`config.mk`:
```
export PLATFORM = sky130hd
export DESIGN_NAME = tanh4_rr_scheduler
export DESIGN_NICKNAME = d
export VERILOG_FILES = /design/src/rtl/tanh4_rr_scheduler.sv
export SDC_FILE = /design/constraint.sdc
export NUM_CORES = 1
export LEC_CHECK = 0
export ABC_AREA = 1
export ABC_CLOCK_PERIOD_IN_PS = 3800
export CAP_MARGIN = 0
export CORE_MARGIN = 2
export CORE_UTILIZATION = 40
export DETAILED_ROUTE_END_ITERATION = 10
export DONT_BUFFER_PORTS = 1
export GPL_TIMING_DRIVEN = 0
export HOLD_SLACK_MARGIN = 0.03
export PLACE_DENSITY = 0.59
export RECOVER_POWER = 25
export SKIP_LAST_GASP = 1
export SYNTH_ARGS = -nofsm -noshare
export SYNTH_HDL_FRONTEND = slang
export SYNTH_SLANG_ARGS = --single-unit
```
`constraint.sdc`:
```
create_clock -name clk -period 3.8 [get_ports clk]
set_input_delay 0.57 -clock clk [delete_from_list [all_inputs] [get_ports clk]]
set_output_delay 0.57 -clock clk [all_outputs]
set_load 0.02 [all_outputs]
```
`src/rtl/tanh4_rr_scheduler.sv`:
```
// Round-robin scheduler sharing one combinational 4-bit approximate tanh core among NREQ
// valid/ready requesters, with a single registered, tagged result channel.
module tanh4_rr_scheduler #(
    parameter int NREQ = 4,
    parameter int TAGW = 2,
    parameter int CNTW = 16
) (
    input  logic                 clk,
    input  logic                 rst,
    input  logic [NREQ-1:0]      req_valid,
    input  logic [4*NREQ-1:0]    req_data,
    output logic [NREQ-1:0]      req_ready,
    input  logic [NREQ-1:0]      cfg_mask,
    output logic                 res_valid,
    output logic [3:0]           res_data,
    output logic [TAGW-1:0]      res_tag,
    input  logic                 res_ready,
    output logic                 busy,
    output logic [CNTW-1:0]      op_count
);

    // Fixed activation curve; the table is cheaper to read than the bit identities.
    function automatic logic [3:0] tanh4(input logic [3:0] x);
        logic [3:0] y;
        case (x)
            4'd0:    y = 4'd8;
            4'd1:    y = 4'd3;
            4'd2:    y = 4'd12;
            4'd3:    y = 4'd3;
            4'd4:    y = 4'd8;
            4'd5:    y = 4'd3;
            4'd6:    y = 4'd12;
            4'd7:    y = 4'd7;
            4'd8:    y = 4'd0;
            4'd9:    y = 4'd3;
            4'd10:   y = 4'd12;
            4'd11:   y = 4'd11;
            4'd12:   y = 4'd4;
            4'd13:   y = 4'd3;
            4'd14:   y = 4'd12;
            default: y = 4'd15;
        endcase
        return y;
    endfunction

    logic                r_res_valid;
    logic [3:0]          r_res_data;
    logic [TAGW-1:0]     r_res_tag;
    logic [TAGW-1:0]     r_rr_ptr;
    logic [CNTW-1:0]     r_op_count;

    logic [NREQ-1:0]     w_elig;
    logic                w_slot_free;
    logic                w_found;
    logic [TAGW-1:0]     w_grant_idx;
    logic [3:0]          w_grant_data;
    logic                w_grant_en;
    logic [TAGW-1:0]     w_next_ptr;

    assign w_elig      = req_valid & cfg_mask;
    assign w_slot_free = ~r_res_valid | res_ready;

    // Scan rr_ptr, rr_ptr+1, ... modulo NREQ; NREQ need not be a power of two,
    // so the wrap is an explicit subtract rather than a bit truncation.
    always_comb begin
        int idx;
        // NOTE: every output of this block gets a default first so no path leaves a latch.
        w_found      = 1'b0;
        w_grant_idx  = '0;
        w_grant_data = '0;
        idx          = 0;
        for (int k = 0; k < NREQ; k++) begin
            idx = int'(r_rr_ptr) + k;
            if (idx >= NREQ) begin
                idx = idx - NREQ;
            end
            if (!w_found && w_elig[idx]) begin
                w_found      = 1'b1;
                w_grant_idx  = TAGW'(idx);
                w_grant_data = req_data[4*idx +: 4];
            end
        end
    end

    assign w_grant_en = w_found & w_slot_free & ~rst;
    assign req_ready  = w_grant_en ? (NREQ'(1) << w_grant_idx) : '0;
    assign w_next_ptr = (w_grant_idx == TAGW'(NREQ - 1)) ? '0 : w_grant_idx + TAGW'(1);

    // A grant always implies a transfer because req_ready is only raised where valid is set.
    always_ff @(posedge clk) begin
        // NOTE: sequential state uses non-blocking assignments so every register samples pre-edge values.
        if (rst) begin
            r_res_valid <= 1'b0;
            r_res_data  <= '0;
            r_res_tag   <= '0;
            r_rr_ptr    <= '0;
            r_op_count  <= '0;
        end else if (w_grant_en) begin
            r_res_valid <= 1'b1;
            r_res_data  <= tanh4(w_grant_data);
            r_res_tag   <= w_grant_idx;
            r_rr_ptr    <= w_next_ptr;
            r_op_count  <= r_op_count + CNTW'(1);
        end else if (r_res_valid && res_ready) begin
            r_res_valid <= 1'b0;
        end
    end

    assign res_valid = r_res_valid;
    assign res_data  = r_res_data;
    assign res_tag   = r_res_tag;
    assign busy      = r_res_valid;
    assign op_count  = r_op_count;

endmodule

```
# --- Word level (Yosys, flattened, before mapping) ---
# Memories as Yosys holds them, arrays and structs flattened. A register that Yosys moved wholly into a read port is not among the register bits.
# Cells that the tools add are included.
op_classes:
  n_bitwise: 6
  add_sub_neg: 9
  n_eq_ne: 1
  shifts: 5
  order_cmp: 8
  mux: 32
  n_reduce_logical: 8
op_table:
  columns: ["cell", "n"]
  rows:
  - ["32-bit by 4-bit < comparator with 1-bit output (second input constant)", 4]
  - ["32-bit two-way mux", 4]
  - ["16-bit by 32-bit indexed part select with 4-bit output", 4]
  - ["4-bit two-way mux", 5]
  - ["16-bit by 1-bit adder with 16-bit output (second input constant)", 1]
  - ["1-bit two-way mux", 14]
  - ["3-bit by 3-bit subtractor with 4-bit output (second input constant)", 3]
  - ["2-bit two-way mux", 5]
  - ["3-bit >= comparator (second input constant)", 3]
  - ["1-bit binary-select mux with 2-bit select", 4]
  - ["2-bit by 2-bit adder with 3-bit output (second input constant)", 2]
  - ["4-bit AND", 1]
  - ["1-bit logical AND", 4]
  - ["1-bit by 2-bit << shifter with 4-bit output (first input constant)", 1]
  - ["2-bit by 3-bit subtractor with 4-bit output (second input constant)", 1]
  - ["2-bit by 1-bit adder with 3-bit output (second input constant)", 1]
  - ["2-bit by 3-bit >= comparator with 1-bit output (second input constant)", 1]
  - ["1-bit logical NOT", 3]
  - ["2-bit by 1-bit adder with 2-bit output (second input constant)", 1]
  - ["1-bit AND", 2]
  - ["2-bit equality test (second input constant)", 1]
  - ["1-bit NOT", 2]
  - ["2-bit nonzero test", 1]
  - ["1-bit bitwise OR", 1]
totals:
  mem_count: 1
  rom_bits: 64
  in_bits: 27
  output_inout_bits: 28
  regBits: 21
memory_table:
  columns: ["memory", "depth", "word_bits", "rd", "rd_clocked_by_memory_dff", "wr", "line_no", "text"]
  rows:
  - ["(no name shown)", 16, 4, 1, 1, 0, "25", "case (x)"]

# --- Depth between registers and ports, before layout ---
# Gate-level depths: netlist of run 1.
logic_depth:
  word_depth: 18
  ltp_mapped: 17
  ltp_nobuf: 14

# --- Worst setup path after synthesis of run 1 ---
# No wires, ideal clock.
synth_path:
  path_type: "reg2out"
  start: "register r_rr_ptr[0]"
  end: "output req_ready[1]"
  t_arrival_ps: 2551
  path_slack_ps: 679
  path_stages_with_launch: 17
  cell_sequence: "dfxtp_1 inv_2 buf_6 buf_6 ha_1 buf_2 inv_2 nand3_1 nand2_1 nand3_2 nand2_1 xor2_1 or2_2 inv_1 ha_1 inv_1 nor2_1"
synth_rtl:
  columns: ["item", "line_no", "text"]
  rows:
  - ["start, declared", "49", "logic [TAGW-1:0] r_rr_ptr;"]
  - ["start signal, assigned", "102", "r_rr_ptr <= w_next_ptr;"]
  - ["parallel branches: the longest is 14 deep, another holds 3-bit by 3-bit subtractor with 4-bit output", null, null]
  - ["2-bit two-way mux *", "77", "if (!w_found && w_elig[idx]) begin"]
  - ["named net w_grant_idx[0]", "55", "logic [TAGW-1:0] w_grant_idx;"]
  - ["1-bit by 2-bit << shifter with 4-bit output *", "86", "assign req_ready = w_grant_en ? (NREQ'(1) << w_grant_idx) : '0;"]
  - ["4-bit two-way mux *", "86", null]
  - ["end, declared", "12", "output logic [NREQ-1:0] req_ready,"]
# Mark *: on every way through the listed nets, which the timed path passes. The select of a mux whose other input is x is not followed.

# --- Worst setup path after layout of run 1 ---
layout_path:
  start: "register r_rr_ptr[0]"
  end: "output req_ready[2]"
# Same word-level chain as after synthesis.

==> summary.md, run 1 <==
| Metric | Value |
|---|---|
| Slew Limit Fails | `0` |
| Avg Inst Size Synth | `5.90 um2` |
| Remaining DRCs | `0` |
| Pwr dens | `around 830 nW/um2` |
| Post-Syn Instances | `369` |
| Vias in the first global route | `about 2100` |
| Final WS setup | `around 0.21 ns` |
| Final wirelength | `roughly 5.7 mm` |
| P&R area growth vs syn | `7.53%` |
| Number of synthesized flops with an enable pin | `0` |
| Final Cell Area | `roughly 2300 um2` |
| Max FO, Critical Path | `11` |
| Rel. slew slack | `between 60% and 70%` |
| TritonCTS clock tree | `built` |
| Final min period | `around 3.6 ns` |
| RD Place Congestion | `roughly 0.9` |
| Final Skew | `approximately 0.0021 ns` |
| H-tree levels | `1` |
| Diodes inserted | `0` |
| Fin. Hold Viols | `0` |
| Synthesized area | `2180 um2` |
| Port Buffers | `0` |
| Total grt overflow | `0` |
| Chip Height | `between 70 and 80 um` |
| Most common cell after layout, fill and taps aside | `nand2_1` |
| Kind of critical path | `reg -> out` |
| CP startpoint kind | `flip-flop` |
| Status | `completed` |
| Crit path DAT | `approximately 3.0 ns` |
| Netlist cell types | `29` |
| Synth Register Bits | `24` |
| Drt pass-1 iters | `4` |
| CP most frequent cell | `inv_2` |
| Final net count | `about 410` |
| Final setup fails | `0` |
| Register Area | `~480 um2` |
| Ys async rst share | `0%` |
| CP max stage cell | `dfxtp_2` |
| Reg clk slew, reported paths | `roughly 0.080 ns` |
| Max Fclk | `between 0.2 and 0.3 GHz` |
| Vias per Instance | `approximately 5.3` |
| FILL cells | `between 500 and 600` |
| Final ANT Viol Nets | `0` |
| Worst-Margin Slew | `between 0.4 and 0.5 ns` |
| RSZ-0062 raised after global routing | `no` |
| Max rail drop VDD | `0.000340 V` |
| Setup TNS | `0 ns` |
| Critical Path End Type | `primary output` |
| Multi-input gate area | `~1500 um2` |
| Clock Tree Buf Depth | `2` |
| Sequential fraction of the synthesis area | `22.1%` |
| Share of cells above drive strength 1 | `10.7%` |
| DR vias | `2330` |
| WL/cell | `12.9 um` |
| Die width | `just under 80 um` |
| Ys Warns | `0` |
| First-pass GRT wire length | `around 10 mm` |
| Worst path buffer plus inverter count | `8` |
| Post-DP Area | `between 2000 and 2500 um2` |
| Core Area | `around 5200 um2` |
| Initial antenna violation count | `0` |
| Pin count of the biggest net entering global routing | `14` |
| P_leak | `1.05 nW` |
| Slowest stage delay, CP | `0.40 ns` |
| Post-synthesis net count | `roughly 410` |
| Final worst-path cycle share | `between 90 and 100%` |
| Total Power | `between 1.5 and 2 mW` |
| # clock sinks | `24` |
| CP cell instances | `inv_2, buf_6, buf_6, ha_1, buf_2, inv_2, nand3_1, nand2_1, nand3_1, inv_2, nand2_1, o2111ai_1, o21ai_1, inv_1, ha_1, inv_1, nor2_2` |
| Dpl hpwl | `between 4 and 5 mm` |
| Max cap viols | `0` |
| Num rows | `26` |
| Main synth FF type | `dfxtp_1` |
| Most frequent cells in the layout | `nand2_1 (119), nand3_1 (49), inv_1 (34)` |
| GR Util All Layers | `between 15 and 20%` |
| CP required | `around 3.2 ns` |
| Hold Crit Class | `in -> reg` |
| Setup bufs post-CTS | `0` |
| CTS Hold Bufs | `0` |
| Initial DRC Count | `a little over 100` |
| # IOs | `55` |
| Pre-CTS setup slack | `approximately 0.3 ns` |
| Root Driver | `clkbuf_8` |
| CTS buffer count | `3` |
| Die Footprint | `a little over 6000 um2` |
| Initial core utilization | `42.1%` |
| CP delay by family, top | `buffers and inverters` |
| Clock Latency Late Sink | `around 0.27 ns` |
==> report_power, final <==
| group | internal [mW] | switching, mW | total [mW] |
|---|---|---|---|
| Combinational | 0.463 | 0.923 | 1.39 |
| Clock | 0.0926 | 0.0816 | 0.174 |
| Sequential | 0.299 | 0.0871 | 0.386 |
==> metal layers <==
| layer | wire length (um) | share of wire [%] | vias up | GRT usage, % |
|---|---|---|---|---|
| met1 | 2940 | 52 | 1058 | 28.6 |
| li1 | - | - | 1206 | - |
| met4 | 34 | 0.60 | 0 | 3.75 |
| met5 | 0 | 0 | - | 0 |
| met3 | 312 | 5.5 | 4 | 3.26 |
| met2 | 2420 | 42 | 62 | 29.7 |
==> flip-flops by register name (all words and copies together) (netlist names) <==
register	flops
op_count	16
res_data	3
r_rr_ptr	2
res_tag	2
busy	1
==> cell type report <==
class                           count  area share [%]
Inverter                           39            6.25
Tap cell                           70            3.74
Buffer                             16            4.54
Multi-Input combinational cell    290            62.5
Sequential cell                    24            20.6
Clock buffer                        4            2.35
==> synthesized netlist by cell type, types with 2 or more instances <==
| cell type | n | area [um2] |
|---|---|---|
| o21ai_1 | 10 | 50.1 |
| o21ai_0 | 11 | 55.1 |
| nor2_1 | 30 | 113 |
| nand2_1 | 119 | 447 |
| o211ai_1 | 7 | 52.6 |
| nand4_1 | 4 | 25.0 |
| xnor2_1 | 3 | 26.3 |
| nand3_2 | 3 | 30.0 |
| nand3_1 | 49 | 245 |
| buf_6 | 3 | 33.8 |
| buf_4 | 4 | 30.0 |
| buf_2 | 7 | 35.0 |
| nand2_2 | 4 | 25.0 |
| inv_1 | 34 | 128 |
| nor2_2 | 2 | 12.5 |
| ha_1 | 10 | 125 |
| a21oi_1 | 22 | 110 |
| inv_2 | 5 | 18.8 |
| xor2_1 | 4 | 35.0 |
| nor3_1 | 5 | 25.0 |
| clkbuf_1 | 2 | 7.51 |
| dfxtp_1 | 24 | 480 |
==> through the flow <==
step	util [%]	hold slack [ns]	cells
after floorplan	-	0.540	369
after global placement	43.8	0.566	439
after detailed placement	43.8	0.568	439
after CTS	44.9	0.571	443
after global routing	45.3	0.601	443
final	45.3	0.569	443
==> worst register-to-register path, cell delays in order, from the launching register on <==
cell       delay (ns)
dfxtp_2          0.40
inv_2            0.09
buf_6            0.15
buf_6            0.15
ha_1             0.28
buf_2            0.21
inv_2            0.11
nand3_1          0.10
nand2_1          0.11
nand3_1          0.18
inv_2            0.09
nand2_1          0.06
o2111ai_1        0.09
o21ai_1          0.20
inv_1            0.11
ha_1             0.30
o21ai_1          0.14
a21oi_1          0.05
==> final timing paths <==
| check | from | to | slack (ns) | cells past startpoint |
|---|---|---|---|---|
| worst max-delay path | r_rr_ptr[0] | req_ready[2] | 0.21 | 17 |
| worst min-delay path | res_ready | busy | 0.57 | 3 |
| worst max register to register | r_rr_ptr[0] | r_rr_ptr[1] | 0.88 | 17 |
| worst min register to register | res_tag[1] | res_tag[1] | 0.58 | 2 |
==> cells by family after synthesis <==
logic type	synth area share [%]
fa+ha+maj	5.75
compound gates	13.4
buf+inv	11.6
simple gates	44.4
flops	22.1
xor+xnor	2.82
==> timing repair <==
item / CTS / global route
gates resized for setup: 2 / 5
gates cloned: 0 / 0
setup endpoints to repair: 2 / 4
(Power assumes the default switching activity.)
==> run 2, diff against run 1 <==
--- a/config.mk
+++ b/config.mk
@@ -9,12 +9,12 @@
 export ABC_CLOCK_PERIOD_IN_PS = 3800
 export CAP_MARGIN = 0
 export CORE_MARGIN = 2
-export CORE_UTILIZATION = 40
+export CORE_UTILIZATION = 46
 export DETAILED_ROUTE_END_ITERATION = 10
 export DONT_BUFFER_PORTS = 1
 export GPL_TIMING_DRIVEN = 0
 export HOLD_SLACK_MARGIN = 0.03
-export PLACE_DENSITY = 0.59
+export PLACE_DENSITY = 0.66
 export RECOVER_POWER = 25
 export SKIP_LAST_GASP = 1
 export SYNTH_ARGS = -nofsm -noshare
==> summary.md, run 2 (synthesized netlist as in run 1, its figures left out) <==
| Metric | Value |
|---|---|
| CP required | `3.23 ns (about the same)` |
| Share of cells above drive strength 1 | `10.5% (-0.24 points)` |
| Logic pwr share | `71.7% (+0.5 points)` |
| RSZ-0062 raised after global routing | `no` |
| Max cap viols | `0 (unchanged)` |
| Diodes inserted | `0 (unchanged)` |
| Setup bufs post-CTS | `0 (unchanged)` |
| Met2 routed WL | `2.36 mm (-2.4%)` |
| Port Buffers | `0 (unchanged)` |
| Final setup fails | `0 (unchanged)` |
| GR Util All Layers | `20.8% (+1.3 points)` |
| Final worst-path cycle share | `93.8% (-0.56 points)` |
| Remaining DRCs | `0 (unchanged)` |
| # IOs | `55 (unchanged)` |
| Drt pass-1 iters | `4 (unchanged)` |
| Die width | `72.8 um (-6.4%)` |
| H-tree levels | `1 (unchanged)` |
| Slowest stage delay, CP | `0.39 ns (about the same)` |
| Chip Height | `72.8 um (-6.4%)` |
| P&R area growth vs syn | `5.75%` |
| Final wirelength | `5.40 mm (-5.4%)` |
| DR vias | `2271 (-2.5%)` |
| Vias per Instance | `5.33 (+1.4%)` |
| Slew Limit Fails | `0 (unchanged)` |
| Num rows | `25 (-3.8%)` |
| Worst-Margin Slew | `0.470 ns (-0.00151 ns)` |
| Sequential Power Share | `20.4% (+0.6 points)` |
| TritonCTS clock tree | `built` |
| Total grt overflow | `0 (unchanged)` |
| Vias in the first global route | `1989 (-7.1%)` |
| Post-Layout Cell Count | `426 (-3.8%)` |
| Final min period | `3.57 ns (-0.0214 ns)` |
| Net Sw Frac | `55.9% (-0.18 points)` |
| Initial antenna violation count | `0 (unchanged)` |
| Rel. slew slack | `68.7% (+0.10 points)` |
| Root Driver | `clkbuf_8` |
| Setup TNS | `0 ns (unchanged)` |
| Max FO, Critical Path | `11 (unchanged)` |
| FILL cells | `493 (-14%)` |
| Met3 WL | `400 um (+28%)` |
| Status | `completed` |
| Most frequent cells in the layout | `nand2_1 (119), nand3_1 (49), inv_1 (34)` |
| Max reg flops | `16 (unchanged)` |
| P_leak | `1.04 nW (-0.73%)` |
| Sw Pwr | `1.05 mW (-3.6%)` |
| Max rail drop VDD | `0.000348 V (+2.3%)` |
| Initial DRC Count | `154 (+50%)` |
| Die Footprint | `5300 um2 (-12%)` |
| Top layer in use | `met4` |
| Min Hold Slack | `0.566 ns (-0.00317 ns)` |
| Fin. Hold Viols | `0 (unchanged)` |
| Clock Tree Buf Depth | `2 (unchanged)` |
| RD Place Congestion | `0.900 (-2.8%)` |
| First-pass GRT wire length | `8.80 mm (-10%)` |
| Final Skew | `0.00659 ns (+0.00448 ns)` |
| Critical Path End Type | `primary output` |
| Hold Crit Class | `in -> reg` |
| CP max stage cell | `dfxtp_2` |
| CP cell instances | `inv_2, buf_6, buf_6, ha_1, buf_2, inv_2, nand3_1, nand2_1, nand3_2, nand2_1, xor2_1, or2_2, inv_1, ha_1, inv_1, nor2_2` |
| Final Cell Area | `2300 um2 (-1.7%)` |
| Core Area | `4630 um2 (-10%)` |
| Pin count of the biggest net entering global routing | `13 (-1)` |
| Worst path buffer plus inverter count | `7 (-1)` |
| CP delay by family, top | `simple AND/OR/NAND/NOR gates` |
| Pwr dens | `817 nW/um2 (-1.7%)` |
| Reg clk slew, reported paths | `0.08 ns (about the same)` |
| Clock Latency Late Sink | `0.27 ns (about the same)` |
| Dpl hpwl | `4.28 mm (-5.3%)` |
| Initial core utilization | `47.0% (+4.9 points)` |
| Post-DP Area | `2240 um2 (-0.88%)` |
| CP startpoint kind | `flip-flop` |
| P_int | `829 uW (-2.9%)` |
| CTS buffer count | `3 (unchanged)` |
| Cells after DPL | `423 (-3.6%)` |
| Max Fclk | `0.280 GHz (+0.60%)` |
| Final net count | `411 (unchanged)` |
| WL/cell | `12.7 um (-1.6%)` |
| Kind of critical path | `reg -> out` |
| Crit path DAT | `3.00 ns (-0.02 ns)` |
| Most common cell after layout, fill and taps aside | `nand2_1` |
| Clock power share | `7.8% (-1.2 points)` |
| # clock sinks | `24 (unchanged)` |
| Final ANT Viol Nets | `0 (unchanged)` |
| M1 WL | `2.60 mm (-12%)` |
-- run 2: changes by cell type in the layout (fill, tap and decap cells not counted) --
cell	previous run	this run
clkbuf_8	4	3
nor2_2	4	5
nor2_4	3	2
-- run 2: power by group through the flow --
stage                     clock network, mW  registers [mW]  logic [mW]
after floorplan                           0           0.377        1.07
after global placement                    0           0.392        1.31
after detailed placement                  0           0.392        1.32
after CTS                             0.152           0.385        1.32
after global routing                  0.163           0.391        1.52
final                                 0.147           0.384        1.35
-- run 2: final cells by class --
| cell class | instances | area [um2] | area share (%) |
|---|---|---|---|
| Buffer | 16 | 106 | 4.62 |
| Clock buffer | 3 | 41.3 | 1.79 |
| Inverter | 39 | 146 | 6.36 |
| Multi-Input combinational cell | 290 | 1460 | 63.4 |
| Sequential cell | 24 | 482 | 20.9 |
| Tap cell | 54 | 67.6 | 2.93 |
-- run 2: metal layers --
| layer | vias up | global-route usage (%) |
|---|---|---|
| li1 | 1206 | - |
| met1 | 994 | 29.3 |
| met2 | 67 | 32.2 |
| met3 | 4 | 5.25 |
| met4 | 0 | 3.91 |
| met5 | - | 0 |
-- run 2: worst reg2reg max path: stages (launching register included) --
cell	delay [ns]
dfxtp_2	0.39
inv_2	0.09
buf_6	0.15
buf_6	0.14
ha_1	0.27
buf_2	0.21
inv_2	0.11
nand3_1	0.10
nand2_1	0.11
nand3_1	0.18
inv_2	0.08
nand2_1	0.06
o2111ai_1	0.09
o21ai_1	0.20
inv_1	0.11
ha_1	0.29
o21ai_1	0.13
a21oi_1	0.05
-- run 2: timing repair --
action,in CTS,in global routing
endpoints found under the setup margin,0,4
hold buffers,0,0
resized for setup,0,6
hold endpoints to repair,0,0
-- run 2: per-stage QoR --
| stage | setup slack, ns | utilization [%] | total power [mW] |
|---|---|---|---|
| 5_1_grt | 0.0100 | 49.7 | 2.07 |
| 4_1_cts | 0.0442 | 49.4 | 1.86 |
| 3_5_place_dp | 0.342 | 48.5 | 1.71 |
| 2_1_floorplan | 0.679 | - | 1.45 |
| 3_3_place_gp | 0.351 | 48.5 | 1.70 |
| 6_report | 0.234 | 49.7 | 1.88 |
-- run 2: path summary, 6_finish.rpt --
check	from	end	slack, ns	depth (start not counted)
worst max-delay path	r_rr_ptr[0]	req_ready[1]	0.23	16
worst min-delay path	res_ready	busy	0.57	3
worst max register to register	r_rr_ptr[0]	r_rr_ptr[1]	0.92	17
worst min register to register	res_data[3]	res_data[3]	0.57	2
==> run 3, diff against run 2 <==
--- a/config.mk
+++ b/config.mk
@@ -10,10 +10,12 @@
 export CAP_MARGIN = 0
 export CORE_MARGIN = 2
 export CORE_UTILIZATION = 46
+export CTS_CLUSTER_SIZE = 20
 export DETAILED_ROUTE_END_ITERATION = 10
 export DONT_BUFFER_PORTS = 1
 export GPL_TIMING_DRIVEN = 0
 export HOLD_SLACK_MARGIN = 0.03
+export MAX_ROUTING_LAYER = met4
 export PLACE_DENSITY = 0.66
 export RECOVER_POWER = 25
 export SKIP_LAST_GASP = 1
==> summary.md, run 3 (synthesized netlist as in run 1, its figures left out) <==
| Metric | Value |
|---|---|
| Status | `completed` |
| Kind of critical path | `reg -> out` |
| Worst r2r src | `r_rr_ptr[0]` |
| Root Driver | `clkbuf_8` |
| Final WS setup | `0.229 ns (-0.00469 ns)` |
| P&R area growth vs syn | `5.75% (unchanged)` |
| Pwr dens | `819 nW/um2 (+0.16%)` |
| Max FO, Critical Path | `11 (unchanged)` |
| Slew Limit Fails | `0 (unchanged)` |
| H-tree levels | `1 (unchanged)` |
| Register-to-Register Path Depth | `17 (unchanged)` |
| Crit path DAT | `3.00 ns (about the same)` |
| Clock Tree Buf Depth | `2 (unchanged)` |
| Vias in the first global route | `1990 (+0.050%)` |
| Chip Height | `72.8 um (unchanged)` |
| CP startpoint kind | `flip-flop` |
| RSZ-0062 raised after global routing | `no` |
| Hold depth | `3 (unchanged)` |
| CP required | `3.23 ns (about the same)` |
| Core Area | `4630 um2 (unchanged)` |
| Fin. Hold Viols | `0 (unchanged)` |
| Total Power | `1.88 mW (+0.16%)` |
| Pin count of the biggest net entering global routing | `13 (unchanged)` |
| Cells after DPL | `423 (unchanged)` |
| Share of cells above drive strength 1 | `10.5% (unchanged)` |
| Post-CTS resize count | `0 (unchanged)` |
| Final setup fails | `0 (unchanged)` |
| CTS buffer count | `3 (unchanged)` |
| Final net count | `411 (unchanged)` |
| P_leak | `1.04 nW (unchanged)` |
| Rel. slew slack | `69.2% (+0.51 points)` |
| Port Buffers | `0 (unchanged)` |
| Vias per Instance | `5.31 (-0.48%)` |
| Dpl hpwl | `4.28 mm (unchanged)` |
| Grt met2 use | `32.1% (-0.10 points)` |
| # IOs | `55 (unchanged)` |
| Hold Crit Class | `in -> reg` |
| Final min period | `3.57 ns (+0.00469 ns)` |
| WL/cell | `12.7 um (+0.19%)` |
| Min Hold Slack | `0.567 ns (+0.00125 ns)` |
| Critical Path End Type | `primary output` |
| Max rail drop VDD | `0.000350 V (+0.49%)` |
| Top Usage Layer GRT | `met2` |
| Most frequent cells in the layout | `nand2_1 (119), nand3_1 (49), inv_1 (34)` |
| Met1 Resource Use GR | `29.9% (+0.67 points)` |
| Met3 Resource Use GR | `4.42% (-0.83 points)` |
| DR vias | `2260 (-0.48%)` |
| Max cap viols | `0 (unchanged)` |
| TritonCTS clock tree | `built` |
| Min-Delay Startpoint | `res_ready` |
| Total grt overflow | `0 (unchanged)` |
| Max Fclk | `0.280 GHz (-0.13%)` |
| Crit. Startpoint | `r_rr_ptr[0]` |
| Initial DRC Count | `147 (-4.5%)` |
| GR Util All Layers | `21.4% (+0.64 points)` |
| Final worst-path cycle share | `94.0% (+0.12 points)` |
| Initial core utilization | `47.0% (unchanged)` |
| Post-Layout Cell Count | `426 (unchanged)` |
| # clock sinks | `24 (unchanged)` |
| First-pass GRT wire length | `8.80 mm (unchanged)` |
| Diodes inserted | `0 (unchanged)` |
| Reg clk slew, reported paths | `0.08 ns (about the same)` |
| Most common cell after layout, fill and taps aside | `nand2_1` |
| Initial antenna violation count | `0 (unchanged)` |
| Pre-CTS setup slack | `0.342 ns (unchanged)` |
| Setup bufs post-CTS | `0 (unchanged)` |
| Setup TNS | `0 ns (unchanged)` |
| Reg-to-reg slack, setup | `0.92 ns (about the same)` |
| Final Skew | `0.00571 ns (-0.000886 ns)` |
| Die Footprint | `5300 um2 (unchanged)` |
| Drt pass-1 iters | `4 (unchanged)` |
| CTS Hold Bufs | `0 (unchanged)` |
| Reg-to-reg endpoint | `r_rr_ptr[1]` |
| Final ANT Viol Nets | `0 (unchanged)` |
| Hold EP | `busy` |
| Final wirelength | `5.41 mm (+0.19%)` |
| Num rows | `25 (unchanged)` |
| Worst-Margin Slew | `0.462 ns (-0.00765 ns)` |
| Die width | `72.8 um (unchanged)` |
| Clock Latency Late Sink | `0.27 ns (about the same)` |
| Remaining DRCs | `0 (unchanged)` |
| Max reg flops | `16 (unchanged)` |
| RD Place Congestion | `0.916 (+1.7%)` |
-- run 3: cell counts in the layout (fill, tap and decap cells not counted) --
Identical to the previous run, type by type.
-- run 3: where the power goes --
part / total, mW / leakage [nW] / internal [mW] / switching [mW]
combinational: 1.35 / 0.824 / 0.459 / 0.893
sequential: 0.386 / 0.196 / 0.299 / 0.0873
clock: 0.146 / 0.0216 / 0.0709 / 0.0754
-- run 3: through the flow --
step / cell area [um2] / util [%]
final: 2300 / 49.7
after global routing: 2300 / 49.7
after CTS: 2290 / 49.4
after detailed placement: 2240 / 48.5
after global placement: 2240 / 48.5
after floorplan: 2180 / -
-- run 3: layer usage --
layer / wire length [um] / share of wire [%] / vias up
met2: 2350 / 43 / 61
met3: 348 / 6.4 / 4
met1: 2680 / 50 / 990
met4: 32 / 0.59 / 0
li1: - / - / 1205
met5: 0 / 0 / -
-- run 3: area by class of cell --
class	instances	area, um2
clock buffers	3	41.3
plain buffers	16	106
flip-flops and latches	24	482
multi-input cells	290	1460
fillers	493	2330
inverters	39	146
well taps	54	67.6
-- run 3: worst max-delay path, stage by stage (launching register included) --
cell and delay, ns:
dfxtp_2 0.40, inv_2 0.09, buf_6 0.15, buf_6 0.14
ha_1 0.27, buf_2 0.21, inv_2 0.11, nand3_1 0.10
nand2_1 0.11, nand3_2 0.14, nand2_1 0.08, xor2_1 0.15
or2_2 0.31, inv_1 0.09, ha_1 0.15, inv_1 0.04
nor2_2 0.22
-- run 3: how the worst max path moves through the flow --
stage | end | slack [ns] | depth (start not counted)
2_1_floorplan | req_ready[1] | 0.68 | 16
3_3_place_gp | req_ready[1] | 0.35 | 16
3_5_place_dp | req_ready[3] | 0.34 | 16
4_1_cts | req_ready[3] | 0.04 | 16
5_1_grt | req_ready[1] | 0.01 | 16
6_report | req_ready[1] | 0.23 | 16
